**src/rtl/multicycle_acc_controller.sv**
```systemverilog
// Multicycle control FSM for the accumulator CPU: fetch/decode, memory and register-file
// accumulator instructions, jumps, halt, a memory-wait watchdog and illegal-opcode reporting.
module multicycle_acc_controller #(
    parameter int OPC_W     = 4,
    parameter int ALU_CMD_W = 3,
    parameter int TIMEOUT   = 16,
    parameter int TMO_W     = 5
) (
    input  logic                 clk,
    input  logic                 rst,
    input  logic [OPC_W-1:0]     opcode_i,
    input  logic                 zero_flag_i,
    input  logic                 mem_ready_i,
    output logic                 pc_write_o,
    output logic                 pc_src_o,
    output logic                 mem_addr_sel_o,
    output logic                 mem_read_o,
    output logic                 mem_write_o,
    output logic                 ir_write1_o,
    output logic                 ir_write2_o,
    output logic                 ac_read_o,
    output logic                 ac_write_o,
    output logic                 ac_addr_sel_o,
    output logic [1:0]           ac_data_sel_o,
    output logic                 alu_b_sel_o,
    output logic [ALU_CMD_W-1:0] alu_cmd_o,
    output logic                 halted_o,
    output logic                 illegal_o,
    output logic                 err_o
);

    typedef enum logic [4:0] {
        FETCH1, DECODE, FETCH2,
        LDA_RD, LDA_WB, STA_RD, STA_WR,
        MA_RD, MA_EX, MA_WB,
        JMP, JZ,
        R_RD, R_EX, R_WB,
        HALT, ERR
    } state_t;

    localparam logic [3:0] OP_LDA = 4'h0, OP_STA = 4'h1, OP_ADA = 4'h2, OP_ANA = 4'h3;
    localparam logic [3:0] OP_JMP = 4'h4, OP_JZ  = 4'h5, OP_MVR = 4'h8, OP_ADR = 4'h9;
    localparam logic [3:0] OP_ANR = 4'hA, OP_ORR = 4'hB, OP_NOT = 4'hC, OP_HLT = 4'hF;

    localparam logic [ALU_CMD_W-1:0] ALU_ADD  = ALU_CMD_W'(0);
    localparam logic [ALU_CMD_W-1:0] ALU_AND  = ALU_CMD_W'(1);
    localparam logic [ALU_CMD_W-1:0] ALU_OR   = ALU_CMD_W'(2);
    localparam logic [ALU_CMD_W-1:0] ALU_NOTA = ALU_CMD_W'(3);

    localparam logic [TMO_W-1:0] WDOG_LIMIT = TMO_W'(TIMEOUT - 1);

    state_t             state_q, state_d;
    logic [TMO_W-1:0]   wdogCount_q, wdogCount_d;
    logic               illegal_q, illegal_d;
    logic [3:0]         op;
    logic               memState;
    logic [ALU_CMD_W-1:0] maCmd, regCmd;

    assign op = opcode_i[OPC_W-1 -: 4];

    assign memState = (state_q == FETCH1) || (state_q == FETCH2) || (state_q == LDA_RD) ||
                      (state_q == STA_WR) || (state_q == MA_RD);

    assign maCmd = (op == OP_ANA) ? ALU_AND : ALU_ADD;

    always_comb begin
        case (op)
            OP_ANR:  regCmd = ALU_AND;
            OP_ORR:  regCmd = ALU_OR;
            OP_NOT:  regCmd = ALU_NOTA;
            default: regCmd = ALU_ADD;
        endcase
    end

    always_comb begin
        state_d     = state_q;
        wdogCount_d = '0;
        illegal_d   = illegal_q;
        case (state_q)
            FETCH1: if (mem_ready_i) state_d = DECODE;
            DECODE: begin
                case (op)
                    OP_LDA, OP_STA, OP_ADA, OP_ANA, OP_JMP, OP_JZ: state_d = FETCH2;
                    OP_MVR, OP_ADR, OP_ANR, OP_ORR, OP_NOT:        state_d = R_RD;
                    OP_HLT:                                        state_d = HALT;
                    default: begin
                        illegal_d = 1'b1;
                        state_d   = FETCH1;
                    end
                endcase
            end
            FETCH2: begin
                if (mem_ready_i) begin
                    case (op)
                        OP_LDA:         state_d = LDA_RD;
                        OP_STA:         state_d = STA_RD;
                        OP_ADA, OP_ANA: state_d = MA_RD;
                        OP_JMP:         state_d = JMP;
                        default:        state_d = JZ;
                    endcase
                end
            end
            LDA_RD: if (mem_ready_i) state_d = LDA_WB;
            LDA_WB: state_d = FETCH1;
            STA_RD: state_d = STA_WR;
            STA_WR: if (mem_ready_i) state_d = FETCH1;
            MA_RD:  if (mem_ready_i) state_d = MA_EX;
            MA_EX:  state_d = MA_WB;
            MA_WB:  state_d = FETCH1;
            JMP:    state_d = FETCH1;
            JZ:     state_d = FETCH1;
            R_RD:   state_d = R_EX;
            R_EX:   state_d = R_WB;
            R_WB:   state_d = FETCH1;
            HALT:   state_d = HALT;
            ERR:    state_d = ERR;
            default: state_d = FETCH1;
        endcase
        // A completing access always wins over the watchdog limit in the same cycle.
        if (memState && !mem_ready_i) begin
            if (wdogCount_q == WDOG_LIMIT) begin
                state_d = ERR;
            end else begin
                wdogCount_d = wdogCount_q + 1'b1;
            end
        end
    end

    always_ff @(posedge clk or posedge rst) begin
        if (rst) begin
            state_q     <= FETCH1;
            wdogCount_q <= '0;
            illegal_q   <= 1'b0;
        end else begin
            state_q     <= state_d;
            wdogCount_q <= wdogCount_d;
            illegal_q   <= illegal_d;
        end
    end

    // Strobes are decoded from the state register but qualified by mem_ready/zero_flag in the
    // same cycle; rst gates them so an aborted instruction never emits a partial write.
    always_comb begin
        pc_write_o     = 1'b0;
        pc_src_o       = 1'b0;
        mem_addr_sel_o = 1'b0;
        mem_read_o     = 1'b0;
        mem_write_o    = 1'b0;
        ir_write1_o    = 1'b0;
        ir_write2_o    = 1'b0;
        ac_read_o      = 1'b0;
        ac_write_o     = 1'b0;
        ac_addr_sel_o  = 1'b0;
        ac_data_sel_o  = 2'd0;
        alu_b_sel_o    = 1'b0;
        alu_cmd_o      = ALU_ADD;
        halted_o       = 1'b0;
        illegal_o      = 1'b0;
        err_o          = 1'b0;
        if (!rst) begin
            illegal_o = illegal_q;
            case (state_q)
                FETCH1: begin
                    mem_read_o = 1'b1;
                    if (mem_ready_i) begin
                        ir_write1_o = 1'b1;
                        pc_write_o  = 1'b1;
                    end
                end
                FETCH2: begin
                    mem_read_o = 1'b1;
                    if (mem_ready_i) begin
                        ir_write2_o = 1'b1;
                        pc_write_o  = 1'b1;
                    end
                end
                LDA_RD: begin
                    mem_read_o     = 1'b1;
                    mem_addr_sel_o = 1'b1;
                end
                LDA_WB: ac_write_o = 1'b1;
                STA_RD: ac_read_o = 1'b1;
                STA_WR: begin
                    mem_write_o    = 1'b1;
                    mem_addr_sel_o = 1'b1;
                end
                MA_RD: begin
                    ac_read_o      = 1'b1;
                    mem_read_o     = 1'b1;
                    mem_addr_sel_o = 1'b1;
                end
                MA_EX: alu_cmd_o = maCmd;
                MA_WB: begin
                    ac_write_o    = 1'b1;
                    ac_data_sel_o = 2'd1;
                    alu_cmd_o     = maCmd;
                end
                JMP: begin
                    pc_write_o = 1'b1;
                    pc_src_o   = 1'b1;
                end
                JZ: begin
                    pc_write_o = zero_flag_i;
                    pc_src_o   = zero_flag_i;
                end
                R_RD: begin
                    ac_read_o     = 1'b1;
                    ac_addr_sel_o = 1'b1;
                end
                R_EX: begin
                    ac_read_o   = 1'b1;
                    alu_b_sel_o = 1'b1;
                    alu_cmd_o   = regCmd;
                end
                R_WB: begin
                    ac_write_o    = 1'b1;
                    ac_data_sel_o = (op == OP_MVR) ? 2'd2 : 2'd1;
                end
                HALT: halted_o = 1'b1;
                ERR:  err_o = 1'b1;
                default: ;
            endcase
        end
    end

endmodule
```
**config.mk**
```make
export PLATFORM = sky130hd
export DESIGN_NAME = multicycle_acc_controller
export DESIGN_NICKNAME = d
export VERILOG_FILES = /design/src/rtl/multicycle_acc_controller.sv
export SDC_FILE = /design/constraint.sdc
export NUM_CORES = 1
export LEC_CHECK = 0
export CORE_UTILIZATION = 32
export CTS_BUF_LIST = sky130_fd_sc_hd__clkbuf_4 sky130_fd_sc_hd__clkbuf_8
export CTS_CLUSTER_SIZE = 12
export DETAILED_ROUTE_END_ITERATION = 16
export GPL_ROUTABILITY_DRIVEN = 0
export PLACE_DENSITY_LB_ADDON = 0.1
export SLEW_MARGIN = 20
export SYNTH_ARGS = -nofsm -noshare
export SYNTH_HDL_FRONTEND = slang
export SYNTH_SLANG_ARGS = --single-unit
```
**constraint.sdc**
```tcl
create_clock -name clk -period 2.1 [get_ports clk]
set_clock_uncertainty 0.05 [all_clocks]
set_input_delay 0.21 -clock clk [delete_from_list [all_inputs] [get_ports clk]]
set_output_delay 0.21 -clock clk [all_outputs]
set_load 0.02 [all_outputs]
```
==> results of run 1 <==
-- state kept, by name, indices dropped and copies added, names as in the netlist --
signal	cells
illegal_q	1
state_q	5
wdogCount_q	5
-- per-layer routing --
| layer | share of wire, % | track usage, % |
|---|---|---|
| met5 | 0 | 0 |
| met4 | 1.2 | 3.06 |
| met3 | 3.7 | 3.28 |
| met2 | 47 | 31.5 |
| met1 | 48 | 29.8 |
-- through the flow --
step	hold WS (ns)	setup WS (ns)
6_report	0.278	0.0943
5_1_grt	0.302	0.0100
4_1_cts	0.265	0.0125
3_5_place_dp	0.388	-0.208
3_3_place_gp	0.384	-0.187
2_1_floorplan	0.225	0.322
-- area by class of cell --
cell class,count,share of cell area [%]
multi-input cells,115,45.5
clock buffers,4,1.97
flip-flops and latches,11,18.2
inverters,7,1.72
well taps,44,3.61
repair buffers,56,29.0
-- power breakdown --
part	switching, W	total (W)	internal, W
combinational	0.000494	0.000928	0.000433
clock	0.0000663	0.000153	0.0000863
sequential	0.0000730	0.000340	0.000267
total	0.000634	0.00142	0.000787
-- kinds of logic after synthesis --
logic type | count (synthesis) | share of synthesized area (%)
buffers and inverters | 21 | 9.24
adders and majority gates | 1 | 1.18
DFF | 11 | 26.1
and+or+nand+nor | 75 | 37.9
AOI/OAI and AO/OA | 33 | 21.0
xor gates and xnor gates | 4 | 3.32
muxes | 1 | 0.948
other | 1 | 0.355
-- worst max-delay path, cell delays in order (launching register included) --
cell and delay (ns):
dfrtp_1 0.45, buf_4 0.23, nand2_1 0.06, o32ai_1 0.21, and3_1 0.19, dlygate4sd2_1 0.33
-- cell usage in the layout (no fill, tap or decap), types with 2 or more instances in the layout --
master           netlist  final
nand2_1               13     12
nor2b_1                7      6
xnor2_1                2      2
dfrtp_1               11      9
inv_1                  7      7
dlygate4sd2_1          0     10
a21oi_1                7      7
buf_4                  2     31
o211ai_1               2      2
xor2_1                 2      2
nand3_1                7      7
and4b_1                2      2
dfrtp_2                0      2
o21ai_0                6      6
clkbuf_2               0      5
a31oi_1                3      3
nand4b_1               2      2
nand3b_1               3      3
nor2_1                16     16
o32ai_1                2      2
clkdlybuf4s50_1        0      8
a32oi_1                2      2
a21o_1                 3      3
and3_1                 3      3
nor3_1                11     10
nor4_1                 2      2
nand4_1                3      3
clkbuf_4               0      4
-- worst paths after layout --
check                              endpoint  slack [ns]
hold reg to reg                   illegal_q        0.40
setup / recovery           ac_data_sel_o[0]        0.09
setup reg to reg                 state_q[0]        0.32
hold / removal                   state_q[0]        0.28
max in group asynchronous        state_q[3]        1.54
min in group clk                  illegal_q        0.40
==> run_results.csv, run 1 <==
group,metric,value,unit
synthesis,synth_edf_count,0,
setup_path,crit_path_max_fanout,13,
detailed_routing,drtIter0Drc,65,
timing,rsz0062_at_grt,"no",
synthesis,yosys.area.top_type,"dfrtp_1",
timing,fmax,499,MHz
clocking,cts_resized,25,
layout,post-route-util,49.1,%
setup_path,r2r_cells,6,
clocking,cts.sinks,11,
layout,antennaDiodeCount,0,
clocking,cts_buffers,3,
timing,setup_tns,0,ns
clocking,clkSlewWorstSetupHoldPaths,0.07,ns
timing,slew_violations,0,
global_routing,grt_pass1_vias,1166,
setup_path,worstPathArrival,1.75,ns
placement,dp_hpwl,2500,µm
clocking,insertion_delay,0.26,ns
power_and_ir_drop,vdd_drop_max,0.501,mV
synthesis,ys_seq_area_share,26.1,%
floorplan,num_rows,20,
worst_hold_path,min_path_type,"in2async",
synthesis,async_flop_share,100,%
timing,setup_violations,0,
setup_path,critPathLaunchType,"register",
clocking,cts_root_buffer,"clkbuf_4",
detailed_routing,wl,3190,µm
layout,area_growth,44.3,%
setup_path,crit_path_start,"state_q[2]",
clocking,postCtsSetupBuffers,0,
global_routing,grtUsageTotal,20.3,%
layout,stdcell_count,237,
synthesis,synth_most_common_cell,"nor2_1",
global_routing,grt_max_degree,15,
synthesis,post_synth.cell_area_avg,7.18,µm²
placement,io_buffer_count,25,
floorplan,die_h,59.4,µm
floorplan,coreArea,3100,µm²
synthesis,syn_nets,156,
synthesis,synth_area,1060,µm²
layout,drive_above_1_share,24.9,%
timing,finalCritPeriodShare,95.5,%
floorplan,start_util,34.0,%
detailed_routing,antenna_left,0,
setup_path,crit_path_end_kind,"output port",
timing,min_period,2.01,ns
synthesis,synth.top_cells.by_count,"nor2_1 (16), nand2_1 (13), dfrtp_1 (11), nor3_1 (11), buf_2 (9)",
floorplan,num_io_pins,27,
synthesis,synth_cell_types,42,
global_routing,grt_overflow,0,
clocking,htree_levels,1,
outcome,status,"finished clean",
synthesis,ys_warn_count,0,
timing,finalHoldViolations,0,
synthesis,yosys.area.top_type_share,26.1,%
synthesis,synth_cells,147,
clocking,cts_tree,"done",
clocking,clock_path_buffers,2,
detailed_routing,firstDrtPassIters,4,
layout,nNetsFinal,203,
global_routing,grt_antenna_before_repair,0,
detailed_routing,drc,0,
setup_path,r2r-start,"state_q[1]",
floorplan,die_w,59.4,µm
detailed_routing,route.detailed.wl_per_inst,13.5,µm
global_routing,grt_pass1_wl,5420,µm
detailed_routing,vias_per_cell,5.17,
synthesis,synth_area_leaders,"dfrtp_1 (26%), nor2_1 (5.7%), nor3_1 (5.2%), nand2_1 (4.6%), buf_2 (4.3%)",
detailed_routing,vias,1226,
run,drv_cap,0,
setup_path,worstPathRequired,1.84,ns
synthesis,synth-main-ff-cell,"dfrtp_1",
placement,place_inst,233,
layout,regArea,278,µm²
layout,final_cell_area,1520,µm²
power_and_ir_drop,power_density,932,nW/µm²
layout,multi_input_area,693,µm²
floorplan,die_area,3530,µm²
clocking,holdBufCountCts,0,
power_and_ir_drop,leakage,0.718,nW
synthesis,ys_ff_latch,11,
power_and_ir_drop,power,0.00142,W
setup_path,criticalPathCategory,"reg2out",
layout,nFillCells,344,
placement,placed_cell_area,1520,µm²
No activity file was read; power rests on OpenSTA's default activity.
==> run 2, diff against run 1 <==
--- a/config.mk
+++ b/config.mk
@@ -9,8 +9,8 @@
 export CTS_BUF_LIST = sky130_fd_sc_hd__clkbuf_4 sky130_fd_sc_hd__clkbuf_8
 export CTS_CLUSTER_SIZE = 12
 export DETAILED_ROUTE_END_ITERATION = 16
-export GPL_ROUTABILITY_DRIVEN = 0
 export PLACE_DENSITY_LB_ADDON = 0.1
+export RECOVER_POWER = 25
 export SLEW_MARGIN = 20
 export SYNTH_ARGS = -nofsm -noshare
 export SYNTH_HDL_FRONTEND = slang
==> run_results.csv, run 2 (same netlist as run 1, synthesis figures left out) <==
group,metric,value,unit
power_and_ir_drop,combPwrFrac,65.2,%
floorplan,die_area,3530,µm²
setup_path,rrSetupSlack,0.32,ns
timing,worst_slack,0.0943,ns
timing,fmax,499,MHz
global_routing,grt_antenna_before_repair,0,
detailed_routing,wl,3190,µm
layout,nFillCells,345,
setup_path,worstPathArrival,1.75,ns
clocking,clkSlewWorstSetupHoldPaths,0.07,ns
setup_path,crit_path_max_fanout,13,
layout,nNetsFinal,203,
outcome,status,"finished clean",
placement,dp_hpwl,2500,µm
global_routing,grtUsageTotal,20.3,%
power_and_ir_drop,p_sw_share,44.7,%
run,drv_cap,0,
timing,max_slew_margin,66.3,%
floorplan,start_util,34.0,%
power_and_ir_drop,power_frac_seq,24.0,%
global_routing,grt_overflow,0,
power_and_ir_drop,power,0.00142,W
layout,antennaDiodeCount,0,
floorplan,coreArea,3100,µm²
layout,final_common_cell,"buf_4",
worst_hold_path,min_path_type,"in2async",
detailed_routing,antenna_left,0,
floorplan,num_rows,20,
layout,reg_top3,"state_q (5), wdogCount_q (5), illegal_q (1)",
power_and_ir_drop,vdd_drop_max,0.501,mV
clocking,cts.sinks,11,
timing,finalCritPeriodShare,95.5,%
detailed_routing,firstDrtPassIters,4,
timing,finalHoldViolations,0,
global_routing,grt_max_degree,15,
timing,rsz0062_at_grt,"no",
floorplan,die_h,59.4,µm
setup_path,r2r_cells,6,
power_and_ir_drop,power_density,935,nW/µm²
power_and_ir_drop,p_sw,0.000633,W
detailed_routing,drtIter0Drc,65,
power_and_ir_drop,p_clk_share,10.8,%
detailed_routing,vias_per_cell,5.17,
setup_path,crit_path_end_kind,"output port",
layout,most-common-layout-cells,"buf_4 (29), nor2_1 (16), nand2_1 (12)",
power_and_ir_drop,p_int,0.000785,W
setup_path,criticalPathCategory,"reg2out",
setup_path,worstPathRequired,1.84,ns
global_routing,grt_pass1_vias,1166,
timing,slew_violations,0,
placement,placed_cell_area,1520,µm²
clocking,cts_tree,"done",
clocking,cts_root_buffer,"clkbuf_4",
clocking,cts_buffers,3,
timing,setup_violations,0,
clocking,htree_levels,1,
clocking,insertion_delay,0.26,ns
floorplan,num_io_pins,27,
setup_path,r2r-start,"state_q[1]",
timing,min_period,2.01,ns
floorplan,die_w,59.4,µm
detailed_routing,drc,0,
placement,globalplace.congestion,0.832,
clocking,clock_path_buffers,2,
placement,io_buffer_count,25,
timing,worstMarginPinSlew,0.506,ns
clocking,holdBufCountCts,0,
detailed_routing,route.detailed.wl_per_inst,13.5,µm
setup_path,critPathLaunchType,"register",
layout,drive_above_1_share,23.8,%
detailed_routing,vias,1226,
clocking,postCtsSetupBuffers,0,
layout,area_growth,43.6,%
setup_path,r2r-end,"state_q[0]",
global_routing,grt_pass1_wl,5420,µm
timing,holdWs,0.398,ns
power_and_ir_drop,leakage,0.711,nW
layout,final_cell_area,1520,µm²
placement,dp_slack,-0.208,ns
==> run 2: changes by cell type in the layout (fill, tap and decap cells not counted) <==
cell and delta:
buf_4 -2, clkbuf_1 +2, clkdlybuf4s50_1 -1, dlygate4sd3_1 +1
==> run 2: routing by layer <==
| layer | wire length, µm | global-route usage, % | part of all wire, % |
|---|---|---|---|
| met1 | 1520 | 29.8 | 48 |
| met2 | 1510 | 31.5 | 47 |
| met3 | 119 | 3.28 | 3.7 |
| met4 | 37 | 3.06 | 1.2 |
| met5 | 0 | 0 | 0 |
==> run 2: per-stage QoR <==
step	setup TNS [ns]	cells	utilization, %
floorplan	0	147	-
global placement	-0.500	233	49.1
detailed placement	-0.560	233	49.1
CTS	0	237	49.7
global route	0	237	48.9
finish	0	237	48.9
==> run 2: critical path, cell delays in order (launching register included) <==
cell	delay, ns
dfrtp_1	0.45
buf_4	0.23
nand2_1	0.06
o32ai_1	0.21
and3_1	0.19
dlygate4sd2_1	0.33
==> run 2: area by class of cell <==
class	count	area (µm²)	share of cell area, %
clock buffer	4	30.0	1.98
multi-input combinational	115	693	45.7
tap	44	55.1	3.63
sequential	11	278	18.3
timing repair buffer	56	434	28.6
inverter	7	26.3	1.73
==> run 2: how the worst max path moves through the flow <==
stage | cells past startpoint | end | slack, ns | from
after global routing | 5 | ac_data_sel_o[0] | 0.01 | state_q[2]
after floorplan | 4 | ir_write1_o | 0.32 | state_q[2]
after global placement | 5 | alu_cmd_o[0] | -0.19 | opcode_i[3]
final | 5 | ac_data_sel_o[0] | 0.09 | state_q[2]
after detailed placement | 5 | alu_cmd_o[0] | -0.21 | opcode_i[3]
after CTS | 5 | alu_cmd_o[0] | 0.01 | state_q[4]
==> run 2: repair_timing <==
item                       4_1_cts  5_1_grt
setup endpoints to repair       17        8
resized for setup               25       18
pin swaps                        0        0
==> run 2: power by group through the flow <==
stage	sequential, W	combinational (W)	clock, W
finish	0.000340	0.000926	0.000153
global route	0.000350	0.00102	0.000169
CTS	0.000339	0.000916	0.000160
detailed placement	0.000338	0.000928	0
global placement	0.000334	0.000922	0
floorplan	0.000297	0.000574	0
==> run 3, diff against run 2 <==
--- a/config.mk
+++ b/config.mk
@@ -5,11 +5,12 @@
 export SDC_FILE = /design/constraint.sdc
 export NUM_CORES = 1
 export LEC_CHECK = 0
+export ABC_CLOCK_PERIOD_IN_PS = 2100
 export CORE_UTILIZATION = 32
 export CTS_BUF_LIST = sky130_fd_sc_hd__clkbuf_4 sky130_fd_sc_hd__clkbuf_8
 export CTS_CLUSTER_SIZE = 12
 export DETAILED_ROUTE_END_ITERATION = 16
-export PLACE_DENSITY_LB_ADDON = 0.1
+export PLACE_DENSITY = 0.55
 export RECOVER_POWER = 25
 export SLEW_MARGIN = 20
 export SYNTH_ARGS = -nofsm -noshare
==> run_results.csv, run 3 (same netlist as run 1, synthesis figures left out) <==
group,metric,value,unit
power_and_ir_drop,vdd_drop_max,0.567,mV
floorplan,num_io_pins,27,
layout,most-common-layout-cells,"buf_4 (32), nor2_1 (16), nand2_1 (12)",
floorplan,die_w,59.4,µm
timing,rsz0062_at_grt,"no",
layout,antennaDiodeCount,0,
timing,min_period,2.03,ns
floorplan,die_area,3530,µm²
detailed_routing,firstDrtPassIters,4,
setup_path,crit_path_start,"opcode_i[3]",
layout,post-route-util,49.3,%
outcome,status,"finished clean",
placement,dp_slack,-0.204,ns
setup_path,critPathMaxStageDelay,0.44,ns
layout,regArea,278,µm²
clocking,insertion_delay,0.26,ns
layout,final_cell_area,1530,µm²
timing,setup_violations,0,
floorplan,num_rows,20,
detailed_routing,route.detailed.wl_per_inst,13.2,µm
floorplan,die_h,59.4,µm
clocking,clkSlewWorstSetupHoldPaths,0.06,ns
worst_hold_path,min_path_type,"reg2reg",
layout,area_growth,44.8,%
timing,worstMarginPinSlew,0.602,ns
setup_path,rrSetupSlack,0.33,ns
setup_path,r2r-end,"state_q[0]",
global_routing,grt_pass1_vias,1162,
setup_path,cp-endpoint,"ac_data_sel_o[0]",
power_and_ir_drop,power_density,923,nW/µm²
layout,nNetsFinal,205,
clocking,cts_tree,"done",
placement,placed_cell_area,1540,µm²
clocking,postCtsSetupBuffers,0,
layout,reg_top3,"state_q (5), wdogCount_q (5), illegal_q (1)",
setup_path,worstPathRequired,1.84,ns
layout,multi_input_area,692,µm²
global_routing,grt_antenna_before_repair,0,
placement,io_buffer_count,25,
setup_path,r2r_cells,6,
detailed_routing,antenna_left,0,
timing,worst_slack,0.0728,ns
setup_path,criticalPathCategory,"in2out",
clocking,cts.sinks,11,
detailed_routing,wl,3150,µm
placement,dp_hpwl,2500,µm
floorplan,start_util,34.0,%
setup_path,worstPathArrival,1.77,ns
placement,globalplace.congestion,0.896,
global_routing,grt_overflow,0,
setup_path,path_cells,"clkdlybuf4s50_1 -> nor4b_2 -> buf_4 -> o32ai_1 -> and3_1 -> dlygate4sd2_1",
layout,nFillCells,338,
detailed_routing,vias_per_cell,5.28,
floorplan,coreArea,3100,µm²
setup_path,r2r-start,"state_q[1]",
global_routing,grt_pass1_wl,5230,µm
global_routing,grtUsageTotal,19.6,%
timing,fmax,493,MHz
layout,drive_above_1_share,24.6,%
setup_path,critPathLaunchType,"primary input",
placement,place_inst,235,
run,drv_cap,0,
clocking,cts_buffers,3,
clocking,htree_levels,1,
detailed_routing,drtIter0Drc,48,
power_and_ir_drop,leakage,0.722,nW
global_routing,grt_max_degree,15,
setup_path,crit_path_max_fanout,3,
timing,max_slew_margin,59.9,%
timing,slew_violations,0,
layout,final_common_cell,"buf_4",
power_and_ir_drop,power,0.00141,W
setup_path,crit_path_end_kind,"output port",
setup_path,critPathSlowestCell,"clkdlybuf4s50_1",
timing,finalCritPeriodShare,96.5,%
clocking,clock_path_buffers,2,
timing,finalHoldViolations,0,
detailed_routing,vias,1263,
clocking,cts_root_buffer,"clkbuf_4",
detailed_routing,drc,0,
layout,stdcell_count,239,
## run 3: cell type report
type / instances / area share [%]
clock buffers: 4 / 1.96
well taps: 44 / 3.60
inverters: 7 / 1.72
repair buffers: 58 / 29.3
flip-flops and latches: 11 / 18.2
multi-input cells: 115 / 45.3
## run 3: worst min-delay path by stage
stage / end / slack, ns / start / cells after the start
2_1_floorplan: illegal_q / 0.23 / rst / 2
3_3_place_gp: illegal_q / 0.38 / illegal_q / 1
3_5_place_dp: illegal_q / 0.41 / illegal_q / 1
6_report: illegal_q / 0.41 / illegal_q / 1
5_1_grt: illegal_q / 0.44 / illegal_q / 1
4_1_cts: wdogCount_q[0] / 0.29 / rst / 3
## run 3: metal layers
metal / track usage [%] / share of wire [%] / vias to the layer above / routed length, µm
met1: 28.4 / 48 / 588 / 1500
met5: 0 / 0 / - / 0
met4: 7.48 / 1.1 / 0 / 36
met2: 29.1 / 44 / 46 / 1380
li1: - / - / 625 / -
met3: 2.84 / 7.2 / 4 / 228
## run 3: through the flow
| stage | TNS [ns] | hold slack [ns] |
|---|---|---|
| 2_1_floorplan | 0 | 0.225 |
| 3_3_place_gp | -0.567 | 0.384 |
| 3_5_place_dp | -0.614 | 0.411 |
| 4_1_cts | 0 | 0.290 |
| 5_1_grt | 0 | 0.438 |
| 6_report | 0 | 0.413 |
## run 3: where the power goes
part	internal [W]	leakage [nW]	switching (W)
registers	0.000267	0.142	0.0000783
logic	0.000436	0.562	0.000479
clock network	0.0000862	0.0184	0.0000641
total	0.000790	0.722	0.000622
## run 3: repair_timing
action | CTS | global route
resized for setup | 18 | 23
setup endpoints to repair | 17 | 11
hold buffers | 0 | 0
cloned | 0 | 0
## run 3: critical path: cells and delay by family
kind | cells | cell delay, ns
AO/OA/AOI/OAI | 1 | 0.28
AND/OR/NAND/NOR | 2 | 0.37
buffers and inverters | 3 | 0.90
==> RTL change 1: new RTL, config.mk and constraints of run 2 <==
Set the parameter `ALU_CMD_W` to 6 (it was 3).
--- a/src/rtl/multicycle_acc_controller.sv
+++ b/src/rtl/multicycle_acc_controller.sv
@@ -4,3 +4,3 @@
     parameter int OPC_W     = 4,
-    parameter int ALU_CMD_W = 3,
+    parameter int ALU_CMD_W = 6,
     parameter int TIMEOUT   = 16,
Ports: changed (resized alu_cmd_o); port bits go from 27 to 30. The function was not compared with the original's and may differ.
==> RTL change 1 against run 2 <==
Final area increased by 2.1%. Synthesized cell count increased by 2.0%. Area after synthesis increased by 2.1%. Sequential cell count unchanged. Via count increased by 3.5%. Final cell count increased by 2.1%. Hold slack got worse by 0.0036 ns. Power increased by 0.27%. Clock power about the same. Worst setup slack improved by 0.036 ns. Register-to-register slack about the same. Routed wire length decreased by 0.85%. Critical endpoint is now mem_write_o. Largest cell class unchanged.
==> RTL change 1: results (changes against run 2) <==
grt_antenna_before_repair: 0  # unchanged
critPathArrivalTime_ns: 1.71  # -0.04 ns
multi_input_area_um2: 713  # +2.9%
grt_pass1_vias: 1165  # -0.086%
crit_path_max_fanout: 14  # +1
drt_iter0_markers: 46  # -29%
max_freq_mhz: 508  # +1.8%
cts.clk_slew.worst_paths_ns: 0.07  # about the same
hold_ws_ns: 0.395  # -0.00359 ns
cts_buffers: 3  # unchanged
r2r_setup_slack_ns: 0.32  # about the same
io_buffer_count: 25  # unchanged
yosysSeqAreaShare_pct: 25.5  # -0.54 points
htree_levels: 1  # unchanged
nets: 208  # +2.5%
syn_to_final_growth_pct: 43.6  # about the same
clk_path_buf_depth: 2  # unchanged
synth_common_cells: "16 x nor2_1, 13 x nand2_1, 11 x dfrtp_1, 11 x nor3_1, 9 x buf_2"
seq_share_pct: 17.8  # -0.55 points
wl_per_cell_um: 13.1  # -2.9%
grt_max_degree: 15  # unchanged
nonClkBufAreaFrac_pct: 29.0  # +0.37 points
dp_slack_ns: -0.243  # -0.0354 ns
cp_slowest_cell: "dfrtp_1"
largestRegisters: "state_q (5), wdogCount_q (5), illegal_q (1)"
fin_cells: 242  # +2.1%
drtPass1Iterations: 4  # unchanged
drive_above_1_share_pct: 23.7  # -0.097 points
num_antenna_cells: 0  # unchanged
cpPeakStageDelay_ns: 0.41  # -0.04 ns
gp_congestion: 0.919  # +10%
synth.avg_cell_area_um2: 7.19  # about the same
synth.top_cells.by_area: "dfrtp_1 26%, nor2_1 5.6%, nor3_1 5.1%"
crit_end: "mem_write_o"
dr_total_vias: 1269  # +3.5%
grt_first_pass_wirelength_um: 5520  # +1.8%
yosys.cell_types.count: 42  # unchanged
postCtsSetupRepairBufs: 0  # unchanged
grt_usage_pct: 20.4  # +0.17 points
nFillCells: 341  # -1.2%
ctsResizeCount: 24  # -4.0%
dp_hpwl_um: 2580  # +3.2%
multi_input_cells: 118  # +2.6%
n_all_inverters: 7  # unchanged
power.static_leakage_nw: 0.734  # +3.1%
synth_ff_type: "dfrtp_1"
rr_startpoint: "state_q[1]"
clock_area_share_pct: 1.94  # -0.042 points
hold_depth: 1
max-vdd-ir-drop_uv: 513  # +2.4%
r2r.worst_path.cells: 6  # unchanged
holdPathEnd: "illegal_q"
buffers_excl_clock: 58  # +3.6%
insertion_delay_ns: 0.27
place_area_um2: 1550  # +1.7%
reg2reg_to: "state_q[0]"
min_path_type: "flip-flop to flip-flop"
status: "completed"
critical_path.startpoint: "state_q[4]"
RTL change 1: cell types whose count changed after synthesis:
cell,run 2,this run
buf_4,2,5
RTL change 1: power breakdown:
group	switching, mW	internal (mW)
registers	0.0660	0.264
logic	0.498	0.441
clock network	0.0666	0.0863
RTL change 1: worst max-delay path: cells and delay by family (launching register included):
family	cells	cell delay [ns]
buffers and inverters	2	0.53
flip-flops	1	0.41
AND/OR/NAND/NOR	3	0.50
RTL change 1: cells by family after synthesis:
logic type      share of synthesized area (%)
xor+xnor                                 3.25
mux                                     0.928
buf+inv                                  11.1
other cells                             0.348
flops                                    25.5
compound gates                           20.5
simple gates                             37.1
fa+ha+maj                                1.16
RTL change 1: per-layer routing:
layer | wire length [um] | global-route usage, % | vias to the layer above
met5 | 0 | 0 | -
met4 | 30 | 3.32 | 0
met3 | 164 | 3.46 | 4
met2 | 1490 | 30.6 | 36
met1 | 1480 | 30.9 | 603
li1 | - | - | 626
==> RTL change 2: new RTL, flow settings as in run 2 <==
Made on the original files. Make the reset (`rst`) synchronous in one clocked block.
--- a/src/rtl/multicycle_acc_controller.sv
+++ b/src/rtl/multicycle_acc_controller.sv
@@ -128,3 +128,3 @@
 
-    always_ff @(posedge clk or posedge rst) begin
+    always_ff @(posedge clk) begin
         if (rst) begin
Function: no difference found for any inputs over 10 cycles, from zero or initial values and one cycle with rst high; that may be too few to reach the edited logic, so the function may still have changed.
==> RTL change 2 against run 2 <==
The flow now finishes with violations (design-rule violations). Global-route usage down 2.8 points. Area after synthesis is 6.4% lower. Final area down 6.3%. Routed wire length fell by 18%. Hold slack gained 0.0080 ns. Sequential cell count did not move. Non-clock buffer count is 6 lower. Synthesized cell count down 4.8%. Worst setup slack worse by 0.018 ns. Critical path depth fell by 1. First-iteration DRC count fell by 12%. Count of clock-buffer cells in the layout unchanged. Critical path type unchanged. Highest routed layer is now met3.
Power is not compared: it rests on default switching activity, and its combinational part moved more than twofold at a synthesized area within 25%.
==> RTL change 2: results (changes against run 2) <==
synth_common_cells: "25 x nor2_1, 11 x dfxtp_1, 8 x nand2_1"
async_flop_share_pct: 0  # -100 points
initial_core_util_pct: 34.9  # +0.91 points
gp_congestion: 0.861  # +3.5%
syn_nets: 150  # -3.8%
grt_first_pass_wirelength_um: 4580  # -16%
nFillCells: 290  # -16%
grt_pass1_vias: 1037  # -11%
reg2reg_to: "state_q[0]"
synthAdderAreaFrac_pct: 2.53  # +1.3 points
synth.avg_cell_area_um2: 7.06  # -1.7%
r2r_setup_slack_ns: 0.41  # +0.09 ns
drive_above_1_share_pct: 18.3  # -5.5 points
yosysSeqAreaShare_pct: 22.3  # -3.8 points
drtPass1Iterations: 10  # +6
violations: "design-rule violations"
dp_slack_ns: -0.277  # -0.0690 ns
status: "finished, violations left"
synth_ff_type: "dfxtp_1"
chipWidth_um: 57.6  # -3.1%
rr_startpoint: "state_q[2]"
synth-xor-area-share_pct: 4.43  # +1.1 points
grt_usage_pct: 17.5  # -2.8 points
synth_compound_area_share_pct: 16.5  # -4.5 points
muxShareOfSynthArea_pct: 4.05  # +3.1 points
vias_per_cell: 5.48  # +6.0%
dr_total_vias: 1157  # -5.6%
dp_hpwl_um: 2100  # -16%
nets: 191  # -5.9%
grt_max_degree: 20  # +5
drc_errors: 1  # +1
min_path_type: "flip-flop to flip-flop"
synth.top_cells.by_area: "dfxtp_1 22%, nor2_1 9.5%, mux2i_1 4.1%"
drt_iter0_markers: 57  # -12%
place_area_um2: 1400  # -8.1%
-- RTL change 2: cell types whose count changed in the layout (fill, tap and decap cells not counted), sizes merged, moves of 6 or more --
cell,delta
buf,-6
dfrtp,-11
dfxtp,+11
nor2,+8
-- RTL change 2: repair_timing --
item | CTS | global route
endpoints found under the setup margin | 15 | 5
hold buffers | 0 | 0
gates resized for setup | 14 | 7
-- RTL change 2: power by group --
group	switching [mW]	total (mW)	internal (mW)
clock network	0.0707	0.157	0.0865
logic	0.169	0.321	0.151
registers	0.0209	0.246	0.225
-- RTL change 2: final cells by class --
cell class,count,area share (%)
clock buffers,4,2.11
inverters,4,1.06
multi-input cells,111,47.7
flip-flops and latches,11,15.6
well taps,31,2.73
repair buffers,50,30.8
-- RTL change 2: cells by family (layout without fill, tap and decap cells) --
group           after synthesis  after routing
compound gates               23             23
flops                        11             11
buf+inv                      18             58
xor+xnor                      5              5
fa+ha+maj                     2              2
mux                           4              4
other cells                   1              1
simple gates                 76             76
-- RTL change 2: layer usage --
| layer | wire [um] | share of wire, % | global-route usage, % | up-vias |
|---|---|---|---|---|
| met1 | 1260 | 48 | 24.2 | 536 |
| met3 | 172 | 6.5 | 4.76 | 0 |
| met4 | 0 | 0 | 2.09 | 0 |
| met2 | 1190 | 45 | 27.7 | 45 |
| li1 | - | - | - | 576 |
| met5 | 0 | 0 | 0 | - |
-- RTL change 2: worst max-delay path by stage --
stage               cells past startpoint       start  slack, ns            to
floorplan                               5         rst       0.16  alu_cmd_o[0]
finish                                  4  state_q[3]       0.08     ac_read_o
global placement                        6         rst      -0.21  alu_cmd_o[0]
CTS                                     5         rst      0.001      halted_o
global route                            4  state_q[3]       0.03     ac_read_o
detailed placement                      6         rst      -0.28  alu_cmd_o[0]
